==> src/rtl/midi_pkg.sv <==
// ============================================================================
// Module      : midi_pkg
// Description : Shared MIDI transmit types, status constants and length rule.
// Revision    : 1.0 - initial release
// ============================================================================
`default_nettype none

package midi_pkg;

  typedef struct packed {
    logic [7:0] status;
    logic [7:0] d1;
    logic [7:0] d2;
  } midi_msg_t;

  typedef enum logic [2:0] {
    IDLE  = 3'd0,
    LOAD  = 3'd1,
    START = 3'd2,
    DATA  = 3'd3,
    STOP  = 3'd4
  } tx_state_t;

  localparam logic [7:0] ST_NOTE_OFF = 8'h80;
  localparam logic [7:0] ST_SYSCOM   = 8'hF0;
  localparam logic [7:0] ST_REALTIME = 8'hF8;

  // Bytes on the wire for a status byte, status included.
  function automatic logic [1:0] msg_len(input logic [7:0] status);
    logic [1:0] len;
    len = 2'd1;
    if (status < ST_SYSCOM)
      len = (status[7:4] == 4'hC || status[7:4] == 4'hD) ? 2'd2 : 2'd3;
    else if (status == 8'hF1 || status == 8'hF3)
      len = 2'd2;
    else if (status == 8'hF2)
      len = 2'd3;
    return len;
  endfunction

endpackage

`default_nettype wire

==> src/rtl/midi_uart_tx.sv <==
// ============================================================================
// Module      : midi_uart_tx
// Description : Byte-level 8N1 serialiser; accepts the next byte in the last
//               clock of the stop bit so consecutive frames abut.
// Revision    : 1.0 - initial release
// ============================================================================
`default_nettype none

module midi_uart_tx #(
  parameter int BIT_CYC = 1600
) (
  input  logic       clk,
  input  logic       rst_n,
  input  logic       i_byte_valid,
  output logic       o_byte_ready,
  input  logic [7:0] i_byte_data,
  output logic       o_txd
);

  localparam logic [10:0] c_BIT_LAST = 11'(BIT_CYC - 1);

  logic        r_busy;
  logic [10:0] r_bit_cnt;
  logic [3:0]  r_bit_idx;
  logic [8:0]  r_shift;
  logic        r_txd;
  logic        w_bit_end;
  logic        w_frame_end;

  assign w_bit_end    = (r_bit_cnt == c_BIT_LAST);
  assign w_frame_end  = w_bit_end && (r_bit_idx == 4'd9);
  assign o_byte_ready = !r_busy || w_frame_end;
  assign o_txd        = r_txd;

  // Bit index 0 is the start bit, 1..8 data LSB first, 9 the stop bit.
  always_ff @(posedge clk or negedge rst_n) begin
    if (!rst_n) begin
      r_busy    <= 1'b0;
      r_bit_cnt <= '0;
      r_bit_idx <= '0;
      r_shift   <= '1;
      r_txd     <= 1'b1;
    end else if (i_byte_valid && o_byte_ready) begin
      r_busy    <= 1'b1;
      r_bit_cnt <= '0;
      r_bit_idx <= '0;
      r_shift   <= {1'b1, i_byte_data};
      r_txd     <= 1'b0;
    end else if (r_busy) begin
      if (w_bit_end) begin
        r_bit_cnt <= '0;
        if (r_bit_idx == 4'd9) begin
          r_busy <= 1'b0;
          r_txd  <= 1'b1;
        end else begin
          r_bit_idx <= r_bit_idx + 4'd1;
          r_txd     <= r_shift[0];
          r_shift   <= {1'b1, r_shift[8:1]};
        end
      end else begin
        r_bit_cnt <= r_bit_cnt + 11'd1;
      end
    end
  end

endmodule

`default_nettype wire

==> src/rtl/midi_tx_encoder.sv <==
// ============================================================================
// Module      : midi_tx_encoder
// Description : MIDI OUT path: message FIFO, per-status length sequencing and
//               31250-baud 8N1 serialisation. Optional running status is
//               enabled by defining MIDI_RUNNING_STATUS_EN.
// Revision    : 1.0 - initial release
// ============================================================================
`default_nettype none

module midi_tx_encoder
  import midi_pkg::*;
#(
  parameter int CLK_HZ     = 50_000_000,
  parameter int BAUD       = 31250,
  parameter int FIFO_DEPTH = 4
) (
  input  logic                          CLOCK_50,
  input  logic                          reset_n,
  input  logic                          msg_valid,
  output logic                          msg_ready,
  input  logic [7:0]                    msg_status,
  input  logic [7:0]                    msg_data1,
  input  logic [7:0]                    msg_data2,
  output logic                          midi_txd,
  output logic                          tx_busy,
  output logic [$clog2(FIFO_DEPTH):0]   fifo_level,
  output logic                          drop_err
);

  localparam int          BIT_CYC = CLK_HZ / BAUD;
  localparam int          AW      = $clog2(FIFO_DEPTH);
  localparam logic [AW:0] c_ONE   = (AW + 1)'(1);
  localparam logic [AW:0] c_DEPTH = (AW + 1)'(FIFO_DEPTH);

  midi_msg_t   r_fifo [FIFO_DEPTH];
  logic [AW:0] r_wr_ptr;
  logic [AW:0] r_rd_ptr;
  logic        r_drop_err;
  tx_state_t   r_state;
  midi_msg_t   r_cur;
  logic [1:0]  r_len;
  logic [1:0]  r_byte_idx;

  logic [AW:0] w_level;
  logic        w_empty;
  logic        w_push;
  logic        w_keep;
  logic        w_pop;
  logic        w_skip;
  midi_msg_t   w_head;
  logic        w_byte_valid;
  logic        w_byte_ready;
  logic [7:0]  w_byte_data;

  assign w_level    = r_wr_ptr - r_rd_ptr;
  assign w_empty    = (w_level == '0);
  assign msg_ready  = (w_level != c_DEPTH);
  assign w_push     = msg_valid && msg_ready;
  assign w_keep     = w_push && msg_status[7];
  assign w_pop      = (r_state == IDLE) && !w_empty;
  assign w_head     = r_fifo[r_rd_ptr[AW-1:0]];
  assign fifo_level = w_level;
  assign drop_err   = r_drop_err;
  assign tx_busy    = (r_state != IDLE) || !w_empty;

  always_ff @(posedge CLOCK_50) begin
    if (w_keep)
      r_fifo[r_wr_ptr[AW-1:0]] <= {msg_status, msg_data1, msg_data2};
  end

  always_ff @(posedge CLOCK_50 or negedge reset_n) begin
    if (!reset_n) begin
      r_wr_ptr   <= '0;
      r_drop_err <= 1'b0;
    end else begin
      r_drop_err <= w_push && !msg_status[7];
      if (w_keep)
        r_wr_ptr <= r_wr_ptr + c_ONE;
    end
  end

`ifdef MIDI_RUNNING_STATUS_EN
  logic [7:0] r_last_status;
  logic       w_voice;

  assign w_voice = (w_head.status >= ST_NOTE_OFF) && (w_head.status < ST_SYSCOM);
  assign w_skip  = w_voice && (w_head.status == r_last_status);

  // System common forgets the running status; realtime is transparent to it.
  always_ff @(posedge CLOCK_50 or negedge reset_n) begin
    if (!reset_n)
      r_last_status <= '0;
    else if (w_pop) begin
      if (w_voice)
        r_last_status <= w_head.status;
      else if (w_head.status < ST_REALTIME)
        r_last_status <= '0;
    end
  end
`else
  assign w_skip = 1'b0;
`endif

  assign w_byte_valid = (r_state == LOAD);
  always_comb begin
    w_byte_data = r_cur.status;
    case (r_byte_idx)
      2'd1:    w_byte_data = r_cur.d1 & 8'h7F;
      2'd2:    w_byte_data = r_cur.d2 & 8'h7F;
      default: w_byte_data = r_cur.status;
    endcase
  end

  // LOAD offers one byte at a time; STOP waits out the final frame.
  always_ff @(posedge CLOCK_50 or negedge reset_n) begin
    if (!reset_n) begin
      r_state    <= IDLE;
      r_rd_ptr   <= '0;
      r_cur      <= '0;
      r_len      <= 2'd1;
      r_byte_idx <= '0;
    end else begin
      case (r_state)
        IDLE: begin
          if (!w_empty) begin
            r_cur      <= w_head;
            r_len      <= msg_len(w_head.status);
            r_byte_idx <= w_skip ? 2'd1 : 2'd0;
            r_rd_ptr   <= r_rd_ptr + c_ONE;
            r_state    <= LOAD;
          end
        end
        LOAD: begin
          if (w_byte_ready) begin
            if ((r_byte_idx + 2'd1) < r_len)
              r_byte_idx <= r_byte_idx + 2'd1;
            else
              r_state <= STOP;
          end
        end
        STOP: begin
          if (w_byte_ready)
            r_state <= IDLE;
        end
        default: r_state <= IDLE;
      endcase
    end
  end

  midi_uart_tx #(
    .BIT_CYC (BIT_CYC)
  ) u_uart (
    .clk          (CLOCK_50),
    .rst_n        (reset_n),
    .i_byte_valid (w_byte_valid),
    .o_byte_ready (w_byte_ready),
    .i_byte_data  (w_byte_data),
    .o_txd        (midi_txd)
  );

endmodule

`default_nettype wire

==> config.mk <==
export PLATFORM = sky130hd
export DESIGN_NAME = midi_tx_encoder
export DESIGN_NICKNAME = d
export VERILOG_FILES = /design/src/rtl/midi_pkg.sv /design/src/rtl/midi_uart_tx.sv /design/src/rtl/midi_tx_encoder.sv
export SDC_FILE = /design/constraint.sdc
export NUM_CORES = 1
export LEC_CHECK = 0
export CAP_MARGIN = 20
export CORE_ASPECT_RATIO = 0.5
export CORE_MARGIN = 3
export CORE_UTILIZATION = 45
export CTS_CLUSTER_DIAMETER = 120
export DETAILED_ROUTE_END_ITERATION = 8
export GPL_TIMING_DRIVEN = 0
export HOLD_SLACK_MARGIN = 0.15
export SYNTH_ARGS = -nofsm -noshare
export SYNTH_HDL_FRONTEND = slang
export SYNTH_SLANG_ARGS = --single-unit
==> constraint.sdc <==
create_clock -name CLOCK_50 -period 3.4 [get_ports CLOCK_50]
set_input_delay 1.02 -clock CLOCK_50 [delete_from_list [all_inputs] [get_ports CLOCK_50]]
set_output_delay 1.02 -clock CLOCK_50 [all_outputs]
set_load 0.01 [all_outputs]
# ---- Word-level counts from Yosys, hierarchy flattened
# Memory sizes are Yosys's and may differ from the RTL's.
# Index checks and enable logic that the tools add are counted.
# Widths: inputs -> output; s select.
dict set report op_classes {
  addsub 6
  multipliers 0
  n_div 0
  n_lt_le_gt_ge 2
  eq_ne 18
  shift 0
  muxes 35
  bitwise_logic 1
  reduce_logical 23
}
# operator n
set op_table {}
lappend op_table {{$mux 9} 4}
lappend op_table {{$mux 11} 3}
lappend op_table {{$eq 8x8->1 const B} 3}
lappend op_table {{$mux 4} 4}
lappend op_table {{$pmux 8 s2} 1}
lappend op_table {{$eq 4x4->1 const B} 3}
lappend op_table {{$mux 2} 6}
lappend op_table {{$mux 3} 4}
lappend op_table {{$add 11x1->11 const B} 1}
lappend op_table {{$eq 11x11->1 const B} 1}
lappend op_table {{$mux 1} 11}
lappend op_table {{$ne 2x2->1 const B} 5}
lappend op_table {{$pmux 3 s3} 1}
lappend op_table {{$lt 8x8->1 const B} 1}
lappend op_table {{$reduce_and 4->1} 2}
lappend op_table {{$add 3x1->3 const B} 2}
lappend op_table {{$logic_not 3->1} 2}
lappend op_table {{$reduce_bool 2->1} 3}
lappend op_table {{$logic_and 1x1->1} 5}
lappend op_table {{$add 4x1->4 const B} 1}
lappend op_table {{$logic_or 1x1->1} 4}
lappend op_table {{$pmux 2 s2} 1}
lappend op_table {{$reduce_and 2->1} 2}
lappend op_table {{$eq 3x1->1 const B} 1}
lappend op_table {{12 further kinds} 14}
dict set report totals {
  register_bits 62
  latchBits 0
  ram_bits 96
  romBits 0
  inputBits 27
  out_inout_bits 7
  word_cells 100
  n_memories 1
}
# name depth width read_ports rd_clocked_by_memory_dff write_ports line
set memory_table {}
lappend memory_table {r_fifo 4 24 1 0 1 midi_tx_encoder.sv:35} ;# midi_msg_t r_fifo [FIFO_DEPTH];

# ---- Logic depth before layout (Yosys ltp)
dict set report logic_depth {
  word_depth 6
  mapped_depth 9
  ltp_nobuf 7
}

# ---- Cells and area by module
# From an unflattened synthesis, not the netlist that was laid out.
dict set report hier_totals {
  hier_cells 383
  hier_area_um2 6334.8
}
# module instances cells_each area_per_inst_um2 seq_area_each_um2
set modules_own_cells {}
lappend modules_own_cells {midi_tx_encoder 1 265 4981.0 3519.6}
lappend modules_own_cells {midi_uart_tx 1 118 1353.8 636.9}

# ---- Worst setup path before layout
# No wires, ideal clock.
dict set report synth_timing {
  path_kind {reg-to-reg}
  from {reg r_wr_ptr[0]}
  to {mem r_fifo[0][0] (netlist bit), enable pin}
  setup_ps 401
  t_arrival_ps 2728
  required_time_ps 2999
  setup_slack_ps 271
  path_stages_with_launch 8
  n_path_buf 0
  period_less_slack_ps 3129
  cell_sequence {dfrtp_1 inv_1 ha_1 fa_1 xor3_1 nand3_1 nand3_1 nor2_1}
}
dict set report synth_between {
  elab_chain_cells 6
}
# element line
set synth_lines {}
lappend synth_lines {{from (decl)} midi_tx_encoder.sv:36} ;# logic [AW:0] r_wr_ptr;
lappend synth_lines {{from (signal assigned)} midi_tx_encoder.sv:78} ;# r_wr_ptr <= r_wr_ptr + c_ONE;
lappend synth_lines {{$sub 3x3->3} midi_tx_encoder.sv:55} ;# assign w_level = r_wr_ptr - r_rd_ptr;
lappend synth_lines {{named net fifo_level[2]} midi_tx_encoder.sv:26} ;# output logic [$clog2(FIFO_DEPTH):0] fifo_level,
lappend synth_lines {{$ne 3x3->1} midi_tx_encoder.sv:57} ;# assign msg_ready = (w_level != c_DEPTH);
lappend synth_lines {{named net msg_ready} midi_tx_encoder.sv:20} ;# output logic msg_ready,
lappend synth_lines {{$logic_and 1x1->1} midi_tx_encoder.sv:58} ;# assign w_push = msg_valid && msg_ready;
lappend synth_lines {{$logic_and 1x1->1} midi_tx_encoder.sv:59} ;# assign w_keep = w_push && msg_status[7];
lappend synth_lines {{$mux 1} midi_tx_encoder.sv:67} ;# if (w_keep)
lappend synth_lines {{$mux 1 (implied by the code)} midi_tx_encoder.sv:68} ;# r_fifo[r_wr_ptr[AW-1:0]] <= {msg_status, msg_data1, msg_data2};
lappend synth_lines {{to (decl)} midi_tx_encoder.sv:35}
# The timed path passes the listed nets, and every way through them passes these cells.

# ---- Worst setup path after layout
dict set report layout_timing {
  from {reg r_wr_ptr[0]}
  to {out fifo_level[2]}
}
dict set report layout_between {
  elab_chain_cells 1
}
# element line
set layout_lines {}
lappend layout_lines {{$sub 3x3->3} midi_tx_encoder.sv:55}
lappend layout_lines {{to (decl)} midi_tx_encoder.sv:26}
# Every way passes these cells.

==> impl_metrics.py <==
metrics = {
    "timing": {
        "max-slew-margin-rel_pct": 52.4,
        "clock_skew_ns": 0.00727,
        "fin_crit_ns": 3.29,
        "hold_violations": 0,
        "whs_ns": 0.464,
        "report.final.slew_viol_count": 0,
        "max_freq_mhz": 304,
        "rsz0062_at_grt": "false",
        "finalSetupViolCount": 0,
        "worst_slew_pin_slew_ns": 0.715,
        "period_share_pct": 96.8,
    },
    "critical_path": {
        "required_ns": 2.38,
        "r2r-start": "r_wr_ptr[0]",
        "startpoint_type": "flip-flop",
        "crit_start": "r_wr_ptr[0]",
        "critical_path.max_fanout": 5,
        "r2r_cells": 8,
        "reg2reg_to": "r_fifo[0][3]",
        "critPathCaptureType": "output pin",
        "cp.arrival_ns": 2.27,
        "critPathKind": "flip-flop to output pin",
        "crit_path_end": "fifo_level[2]",
        "reg2reg_slack_ns": 0.56,
    },
    "clock_tree": {
        "hold_buffers": 0,
        "h-tree-depth": 4,
        "cts_tree": "built",
        "cts_root_buf": "clkbuf_16",
        "clk_latency_ns": 0.41,
        "cts-buffers-inserted": 17,
        "cts_buffer_depth": 2,
        "path_clk_slew_ns": 0.06,
        "clock-sinks": 148,
    },
    "yosys": {
        "yosys_warnings": 0,
        "synth.net_count": 494,
        "synth_seq_cells": 148,
        "syn_inst": 454,
        "synthSimpleGateAreaFrac_pct": 10.2,
        "synth_top_family_by_area": "simple AND/OR/NAND/NOR gates",
        "syn_area_per_cell_um2": 13.8,
        "syn_area_um2": 6280,
        "synth_edf_count": 88,
        "synth_xor_area_share_pct": 1.36,
        "synthMuxAreaShare_pct": 8.55,
        "synth-adder-area-share_pct": 2.71,
        "synth_cell_types": 56,
        "synth_seq_area_share_pct": 66.2,
        "synth_compound_area_share_pct": 8.67,
        "ys.flop_type": "edfxtp_1",
        "async_flop_share_pct": 40.5,
    },
    "hold_path": {
        "holdPathStages": 2,
        "hold_path_startpoint": "u_uart.o_txd",
        "hold_class": "flip-flop to flip-flop",
    },
    "floorplanning": {
        "fp.dieH_um": 89.5,
        "core_um2": 13100,
        "io_pins": 34,
        "initial_utilization_pct": 47.8,
        "die_x_um": 173,
        "row_count": 29,
        "die_area_um2": 15500,
    },
    "detailed_routing": {
        "wire_per_inst_um": 17.4,
        "drtIter0Drc": 299,
        "ant_nets": 0,
        "route.detailed.drc": 0,
        "routed_wl_um": 12400,
        "dr.pass1.iters": 4,
        "vias": 3760,
        "vias_per_cell": 5.31,
    },
    "power_and_ir_drop": {
        "p_switching_mw": 2.01,
        "internal_power_mw": 4.38,
        "leakage_nw": 2.88,
        "cellPowerDensity_nw_per_um2": 847,
        "power_frac_seq_pct": 40.9,
        "ir_drop_mv": 0.361,
        "p_clk_share_pct": 30.6,
        "p_sw_share_pct": 31.4,
        "p_total_mw": 6.38,
        "pwr-share-comb_pct": 28.4,
    },
    "grt": {
        "grt_pass1_wl_um": 20100,
        "first_global_vias": 3784,
        "gr-total-overflow": 0,
        "grt_max_degree": 32,
        "antenna_found_initial": 0,
        "grt_usage_pct": 17.2,
    },
    "cells_and_area": {
        "drive_gt1_share_pct": 17.6,
        "area_growth_pct": 20.1,
        "n_antenna_cell": 0,
        "finalNetCount": 550,
        "fillers": 1106,
    },
    "placement": {
        "portBuffers": 31,
        "gp_congestion": 0.801,
        "hpwl_um": 8350,
    },
    "run": {
        "cap_violations": 0,
    },
    "status": {
        "status": "finished, final reports clean",
    },
}
-- registers in the layout, indices dropped and copies added, names as in the netlist --
register / count
r_wr_ptr: 3
u_uart.r_bit_cnt: 11
r_state: 2
r_len: 2
drop_err: 1
r_fifo: 88
r_byte_idx: 2
u_uart.o_txd: 1
u_uart.r_shift: 8
r_rd_ptr: 3
u_uart.r_busy: 1
u_uart.r_bit_idx: 4
r_cur: 22
-- stage by stage --
stage	std cells	utilization [%]	instance area (um^2)	worst slack [ns]	setup TNS, ns
after detailed placement	675	52.4	6890	0.228	0
final	708	57.4	7540	0.110	0
after global placement	671	51.9	6820	-0.807	-87.51
after floorplan	454	-	6280	0.271	0
after CTS	707	57.2	7510	0.0848	0
after global routing	708	57.4	7540	0.0293	0
-- cell families after synthesis --
| logic type | Yosys count |
|---|---|
| DFF | 148 |
| and+or+nand+nor | 143 |
| AOI/OAI and AO/OA | 81 |
| buffers and inverters | 35 |
| muxes | 26 |
| adders and majority gates | 13 |
| xor gates and xnor gates | 8 |
-- synth_stat cells (2+ instances only) --
library cell / count / area, um^2
xor2_1: 3 / 26.3
buf_2: 8 / 40.0
o31ai_1: 2 / 15.0
dfstp_2: 10 / 263
nand2_1: 94 / 353
a21oi_1: 15 / 75.1
a41oi_1: 2 / 17.5
nand2b_1: 2 / 12.5
ha_1: 12 / 150
xnor2_1: 4 / 35.0
edfxtp_1: 88 / 2640
dfrtp_1: 50 / 1250
nand4_1: 3 / 18.8
a211oi_1: 2 / 15.0
o22ai_1: 2 / 12.5
nor3_1: 2 / 10.0
o21ai_1: 6 / 30.0
or3_1: 7 / 43.8
nand3_1: 12 / 60.1
a31oi_1: 7 / 43.8
o21ai_0: 22 / 110
o2111ai_1: 2 / 17.5
o21ai_2: 2 / 17.5
mux4_2: 22 / 495
clkbuf_1: 7 / 26.3
o32ai_1: 2 / 17.5
nor2_1: 12 / 45.0
mux2i_1: 3 / 30.0
a22oi_1: 7 / 52.6
inv_1: 18 / 67.6
-- area by class of cell --
class                           count  area (um^2)  share of cell area [%]
Buffer                             17         77.6                    1.03
Clock buffer                       17          425                    5.64
Clock inverter                     14          190                    2.52
Inverter                           18         67.6                   0.896
Multi-Input combinational cell    271         1990                    26.3
Sequential cell                   148         4160                    55.1
Tap cell                          186          233                    3.09
Timing Repair Buffer               37          403                    5.34
-- cells in the final DEF, fill, tap and decap left out, types with 4 or more instances in the layout --
master and n:
a21oi_1 15, a22oi_1 7, a31oi_1 7, buf_2 9, clkbuf_1 7, clkbuf_16 17
clkdlybuf4s50_1 28, dfrtp_1 50, dfstp_2 10, edfxtp_1 88, ha_1 12, inv_1 18
inv_6 5, mux4_2 22, nand2_1 94, nand3_1 12, nor2_1 9, o21ai_0 22
o21ai_1 6, or3_1 7, xnor2_1 4
-- layer usage --
| metal | vias up | GRT usage, % | routed length [um] |
|---|---|---|---|
| met3 | 2 | 4.66 | 490 |
| met4 | 0 | 4.19 | 40 |
| li1 | 1804 | - | - |
| met1 | 1897 | 24.3 | 6110 |
| met5 | - | 0 | 0 |
| met2 | 57 | 27.3 | 5720 |
-- worst max-delay path, cell delays in order (launching register included) --
cell and delay [ns]:
dfrtp_1 0.35, inv_1 0.08, ha_1 0.21, fa_1 0.38, xor3_2 0.28, clkdlybuf4s50_1 0.56
-- power groups by stage --
stage	clock network, mW	logic (mW)	registers [mW]
2_1_floorplan	0	1.24	2.59
3_3_place_gp	0	1.75	2.65
4_1_cts	1.99	1.83	2.62
3_5_place_dp	0	1.82	2.65
6_report	1.95	1.82	2.61
5_1_grt	2.09	2.04	2.67
-- worst min path at each step --
stage,endpoint
detailed placement,u_uart.o_txd
floorplan,r_cur[17]
CTS,u_uart.o_txd
global placement,u_uart.o_txd
global route,u_uart.o_txd
finish,u_uart.o_txd
-- repair_timing --
action	4_1_cts	5_1_grt
gates resized for setup	3	0
buffers inserted	1	0
endpoints found under the hold margin	0	0
setup endpoints to repair	3	0
Note: power is estimated with default switching activity, not from simulation.
